**src/rtl/seg_scan_driver_if.sv**
```systemverilog
// seg_scan_driver_if: display data inputs and scanned segment/digit outputs
// for the multiplexed seven-segment driver. The master side supplies digit
// values and control; the slave side (the driver) returns the scan outputs.
interface seg_scan_driver_if #(
    parameter int N_DIGITS = 4
);
    logic [4*N_DIGITS-1:0] data;
    logic [N_DIGITS-1:0]   dp_in;
    logic                  load;
    logic                  blank_lz;
    logic [6:0]            seg;
    logic                  dp;
    logic [N_DIGITS-1:0]   an;
    logic                  frame;

    modport master (
        output data, dp_in, load, blank_lz,
        input  seg, dp, an, frame
    );

    modport slave (
        input  data, dp_in, load, blank_lz,
        output seg, dp, an, frame
    );
endinterface

```
**src/rtl/seg_scan_driver.sv**
```systemverilog
// seg_scan_driver: time-multiplexed seven-segment display driver.
// A prescaler holds each digit for SCAN_DIV clocks, then the digit index
// steps through 0..N_DIGITS-1. Segment, decimal point, digit enable and frame
// outputs are registered from the current index and display registers.
// Optional feature macro: SEG_HEX_EN -- when defined, values 10..15 show hex
// glyphs A b C d E F; when undefined they all show the error glyph.
module seg_scan_driver #(
    parameter int N_DIGITS = 4,
    parameter int SCAN_DIV = 1000
) (
    input logic         clk,
    input logic         rst,
    seg_scan_driver_if.slave bus
);
    localparam int PW = $clog2(SCAN_DIV);
    localparam int IW = (N_DIGITS > 1) ? $clog2(N_DIGITS) : 1;
    localparam logic [PW-1:0] PRE_LAST = PW'(SCAN_DIV - 1);
    localparam logic [IW-1:0] IDX_LAST = IW'(N_DIGITS - 1);

    logic [PW-1:0]         prescaler;
    logic [IW-1:0]         index;
    logic [4*N_DIGITS-1:0] data_reg;
    logic [N_DIGITS-1:0]   dp_reg;

    logic [6:0]            seg_q;
    logic                  dp_q;
    logic [N_DIGITS-1:0]   an_q;
    logic                  frame_q;

    logic                  advance;
    logic [3:0]            cur_nibble;
    logic                  cur_dp;
    logic                  cur_blank;
    logic [N_DIGITS-1:0]   an_next;
    logic [N_DIGITS-1:0]   blank_mask;
    logic                  zero_run;

    // Digit value to segments {a,b,c,d,e,f,g}; 10..15 depend on SEG_HEX_EN.
    function automatic logic [6:0] decode(input logic [3:0] value);
        case (value)
            4'd0:    decode = 7'b1111110;
            4'd1:    decode = 7'b0110000;
            4'd2:    decode = 7'b1101101;
            4'd3:    decode = 7'b1111001;
            4'd4:    decode = 7'b0110011;
            4'd5:    decode = 7'b1011011;
            4'd6:    decode = 7'b1011111;
            4'd7:    decode = 7'b1110000;
            4'd8:    decode = 7'b1111111;
            4'd9:    decode = 7'b1111011;
`ifdef SEG_HEX_EN
            4'd10:   decode = 7'b1110111;
            4'd11:   decode = 7'b0011111;
            4'd12:   decode = 7'b1001110;
            4'd13:   decode = 7'b0111101;
            4'd14:   decode = 7'b1001111;
            default: decode = 7'b1000111;
`else
            default: decode = 7'b1001111;
`endif
        endcase
    endfunction

    // Terminal count of the prescaler ends the current digit's dwell.
    always_comb begin
        advance = (prescaler == PRE_LAST);
    end

    // Select the active digit's nibble, decimal point and blanking state;
    // a digit is blankable when it and everything above it are zero.
    always_comb begin
        cur_nibble = 4'd0;
        cur_dp     = 1'b0;
        cur_blank  = 1'b0;
        an_next    = '0;
        blank_mask = '0;
        zero_run   = 1'b1;
        for (int k = N_DIGITS - 1; k >= 0; k--) begin
            zero_run      = zero_run && (data_reg[4*k +: 4] == 4'd0);
            blank_mask[k] = zero_run;
        end
        for (int k = 0; k < N_DIGITS; k++) begin
            if (index == IW'(k)) begin
                cur_nibble = data_reg[4*k +: 4];
                cur_dp     = dp_reg[k];
                an_next[k] = 1'b1;
                cur_blank  = blank_mask[k] && (k != 0);
            end
        end
    end

    // Prescaler and digit index; the index steps only at terminal count.
    always_ff @(posedge clk or posedge rst) begin
        if (rst) begin
            prescaler <= '0;
            index     <= '0;
        end else if (advance) begin
            prescaler <= '0;
            index     <= (index == IDX_LAST) ? '0 : index + IW'(1);
        end else begin
            prescaler <= prescaler + PW'(1);
        end
    end

    // Display registers capture new values on load, independent of the scan.
    always_ff @(posedge clk or posedge rst) begin
        if (rst) begin
            data_reg <= '0;
            dp_reg   <= '0;
        end else if (bus.load) begin
            data_reg <= bus.data;
            dp_reg   <= bus.dp_in;
        end
    end

    // Registered outputs; frame marks the cycle the enable wraps top -> digit 0.
    always_ff @(posedge clk or posedge rst) begin
        if (rst) begin
            seg_q   <= '0;
            dp_q    <= 1'b0;
            an_q    <= '0;
            frame_q <= 1'b0;
        end else begin
            seg_q   <= (bus.blank_lz && cur_blank) ? 7'b0000000 : decode(cur_nibble);
            dp_q    <= cur_dp;
            an_q    <= an_next;
            frame_q <= (prescaler == '0) && (index == '0) && an_q[N_DIGITS-1];
        end
    end

    assign bus.seg   = seg_q;
    assign bus.dp    = dp_q;
    assign bus.an    = an_q;
    assign bus.frame = frame_q;
endmodule

```
**src/flat_wrapper.sv**
```systemverilog
// flat-port wrapper written by rule: the top's interface ports become plain ports
module seg_scan_driver_flat 
#(
    parameter int N_DIGITS = 4,
    parameter int SCAN_DIV = 1000
)
  (clk, rst, bus_data, bus_dp_in, bus_load, bus_blank_lz, bus_seg, bus_dp, bus_an, bus_frame);
  seg_scan_driver_if #(.N_DIGITS(N_DIGITS)) bus_i ();
  input logic clk;
  input logic rst;
  input wire logic [$bits(bus_i.data)-1:0] bus_data;
  input wire logic [$bits(bus_i.dp_in)-1:0] bus_dp_in;
  input wire logic [$bits(bus_i.load)-1:0] bus_load;
  input wire logic [$bits(bus_i.blank_lz)-1:0] bus_blank_lz;
  output wire logic [$bits(bus_i.seg)-1:0] bus_seg;
  output wire logic [$bits(bus_i.dp)-1:0] bus_dp;
  output wire logic [$bits(bus_i.an)-1:0] bus_an;
  output wire logic [$bits(bus_i.frame)-1:0] bus_frame;
  assign bus_i.data = bus_data;
  assign bus_i.dp_in = bus_dp_in;
  assign bus_i.load = bus_load;
  assign bus_i.blank_lz = bus_blank_lz;
  assign bus_seg = bus_i.seg;
  assign bus_dp = bus_i.dp;
  assign bus_an = bus_i.an;
  assign bus_frame = bus_i.frame;
  seg_scan_driver #(.N_DIGITS(N_DIGITS), .SCAN_DIV(SCAN_DIV)) u_core (.clk(clk), .rst(rst), .bus(bus_i));
endmodule
```
**config.mk**
```make
export PLATFORM = sky130hd
export DESIGN_NAME = seg_scan_driver_flat
export DESIGN_NICKNAME = d
export VERILOG_FILES = /design/src/rtl/seg_scan_driver_if.sv /design/src/rtl/seg_scan_driver.sv /design/src/flat_wrapper.sv
export SDC_FILE = /design/constraint.sdc
export NUM_CORES = 1
export LEC_CHECK = 0
export BUFFER_PORTS_ARGS = -buffer_cell sky130_fd_sc_hd__buf_2
export CORE_ASPECT_RATIO = 1.2
export CORE_UTILIZATION = 45
export CTS_CLUSTER_DIAMETER = 80
export DETAILED_ROUTE_END_ITERATION = 7
export PLACE_DENSITY = 0.66
export SLEW_MARGIN = 10
export SYNTH_ARGS = -nofsm -noshare
export SYNTH_HDL_FRONTEND = slang
export SYNTH_SLANG_ARGS = --single-unit
```
**constraint.sdc**
```tcl
create_clock -name clk -period 3 [get_ports clk]
set_clock_uncertainty 0.05 [all_clocks]
set_input_delay 0.45 -clock clk [delete_from_list [all_inputs] [get_ports clk]]
set_output_delay 0.45 -clock clk [all_outputs]
set_load 0.02 [all_outputs]
```
==> qor.yml <==
synthesis:
  ys_ff_latch: 45
  synth_edf_count: 0
  synthAdderAreaFrac: 0.0613
  synth_simple_gate_area_frac: 0.160
  avgSynthCellArea_um2: 11.9
  synthMuxAreaShare: 0.124
  ys_types: 44
  yosys-top-cells-area: "dfrtp_1, mux2_2, ha_1"
  yosys_warnings: 0
  async_flop_share: 1.00
  netlist_area_um2: 2240
  synth_compound_area_frac: 0.0859
  synth_xor_area_frac: 0.0273
  synthFlopType: "dfrtp_1"
  synth_top_area_share: 0.502
  syn_nets: 224
  ys_seq_area_frac: 0.502
  yosysTopAreaCell: "dfrtp_1"
  synth_top_family_by_area: "simple AND/OR/NAND/NOR gates"
  synth_cells: 189
sta:
  fmax_ghz: 0.424
  tns_ns: 0
  drv_slew: 0
  min_period_over_period: 0.786
  relSlewSlack: 0.348
  setup_viol: 0
  tightest_slew_ns: 0.972
  fin_ws_ns: 0.642
  hold_viol: 0
  rsz0062_at_grt: "no"
  layout_min_cycle_time_ns: 2.36
global_routing:
  met1_usage: 0.231
  grt_usage: 0.183
  antenna_found_initial: 0
  grt.busiest_layer: "met2"
  grt_pass1_wl_mm: 7.22
  grt_max_degree: 29
  grt_pass1_vias: 1533
  use_met2: 0.302
  grt.met3_usage: 0.0402
  globalRoute.totalOverflow: 0
routing:
  route.detailed.wl_per_inst_um: 14.5
  dr.pass1.iters: 6
  postRouteAntennaNets: 0
  vias: 1509
  drt_iter0_drc: 64
  vias_per_cell: 5.31
  drc: 0
  routed_wl_mm: 4.12
pwr:
  p_leak_uw: 0.00116
  power_frac_seq: 0.515
  power_density_nw_per_um2: 508
  ir_worst_vdd_mv: 0.293
  p_sw_uw: 309
  p_total_uw: 1310
  pwr-share-clk: 0.359
  combPwrFrac: 0.126
  p_int_uw: 996
  p_sw_frac: 0.237
worst_setup_path:
  r2r_start: "u_core.index[0]"
  r2r_slack_ns: 0.64
  critical_path_class: "register to register"
  arrival_ns: 2.49
  r2r_end: "u_core.bus.seg[2]"
  end_kind: "register"
  worstPathRequired_ns: 3.13
  crit_fanout: 16
  timing.reg2reg.worst_path_depth: 7
  startpoint_type: "register"
final_layout:
  largest_register_ffs: 16
  final_nets: 260
  final_core_util: 0.547
  drive_gt1_frac: 0.327
  diodes: 0
  area_growth_pct: 14.5
  final_common_cell: "dfrtp_1"
  layout_common_cells: "dfrtp_1, buf_2, mux2_2"
clock_network:
  ctsHoldBuffers: 0
  h-tree-depth: 2
  cts_resized: 0
  path_clk_slew_ns: 0.08
  post-cts-setup-buffers: 0
  cts_buffers: 5
  clock-sinks: 45
  clk_latency_ns: 0.29
  cts_root_buf: "clkbuf_8"
  clock_path_buffers: 2
  cts_tree: "yes"
placed_design:
  place_congestion: 0.838
  port_buffers: 36
  dp_slack_ns: 0.698
  dp_hpwl_mm: 3.04
status:
  status: "finished clean"
die:
  chipWidth_um: 66.5
  start_util: 0.478
  die_y_um: 79.3
  die_area_um2: 5270
  core_region_area_um2: 4700
  io_pins: 37
  rows: 27
hold_path:
  worstHoldPathType: "primary input to async pin"
job:
  drv_cap: 0
power by group through the flow:
stage          Combinational, µW  Clock (µW)  Sequential [µW]
2_1_floorplan               96.9           0              697
3_3_place_gp                 162           0              685
3_5_place_dp                 166           0              685
4_1_cts                      167         483              673
5_1_grt                      183         503              678
6_report                     164         469              673
worst max path at each step:
stage | end | from | slack (ns) | cells after the start
2_1_floorplan | u_core.bus.seg[6] | u_core.index[0] | 0.90 | 8
3_3_place_gp | u_core.bus.seg[6] | u_core.index[0] | 0.78 | 7
3_5_place_dp | u_core.bus.seg[6] | u_core.index[0] | 0.70 | 7
4_1_cts | u_core.bus.seg[2] | u_core.index[0] | 0.61 | 7
5_1_grt | u_core.bus.seg[6] | u_core.index[0] | 0.41 | 7
6_report | u_core.bus.seg[2] | u_core.index[0] | 0.64 | 7
cells by family after synthesis:
group	count (synthesis)
xor gates and xnor gates	7
and+or+nand+nor	57
muxes	25
DFF	45
adders and majority gates	11
buffers and inverters	18
AOI/OAI and AO/OA	26
per-layer routing:
metal | share of wire | routed length (µm)
met5 | 0 | 0
met3 | 0.031 | 127
met2 | 0.50 | 2080
met1 | 0.45 | 1840
met4 | 0.019 | 80
cell type report:
type / count / area [µm²]
clock inverter: 1 / 30.0
clock buffer: 7 / 86.3
inverter: 10 / 37.5
timing repair buffer: 37 / 188
fill: 408 / 2130
tap: 58 / 72.6
multi-input combinational: 126 / 1030
sequential: 45 / 1130
critical path, cell delays in order (launching register included):
cell and delay (ns):
dfrtp_1 0.41, ha_1 0.55, a211oi_2 0.09, a211oi_2 0.40, inv_2 0.10, ha_1 0.23
nor3b_1 0.15, nor4_2 0.26
cells in the mapped netlist, types with 2 or more instances:
cell       n
nand3_1    5
nor4_1     3
ha_1      11
xor2_1     3
nand4_1    2
o21ai_0    4
nor3_1     2
mux2i_1    2
nand2b_1   3
buf_2      2
nand3b_1   3
xnor2_1    4
nor2_1    10
a211oi_2   3
mux2_1     3
buf_6      2
a211oi_1   4
nand2_1   11
a21oi_1    7
mux2_2    20
nor3b_1    5
inv_1      9
dfrtp_1   45
clkbuf_1   3
nor2b_1    4
through the flow:
| stage | std cells | hold slack (ns) | cell area, µm² |
|---|---|---|---|
| after floorplan | 189 | 0.396 | 2240 |
| after global placement | 276 | 0.422 | 2450 |
| after detailed placement | 276 | 0.420 | 2450 |
| after CTS | 284 | 0.229 | 2570 |
| after global routing | 284 | 0.278 | 2570 |
| final | 284 | 0.204 | 2570 |
(Power assumes the default switching activity.)
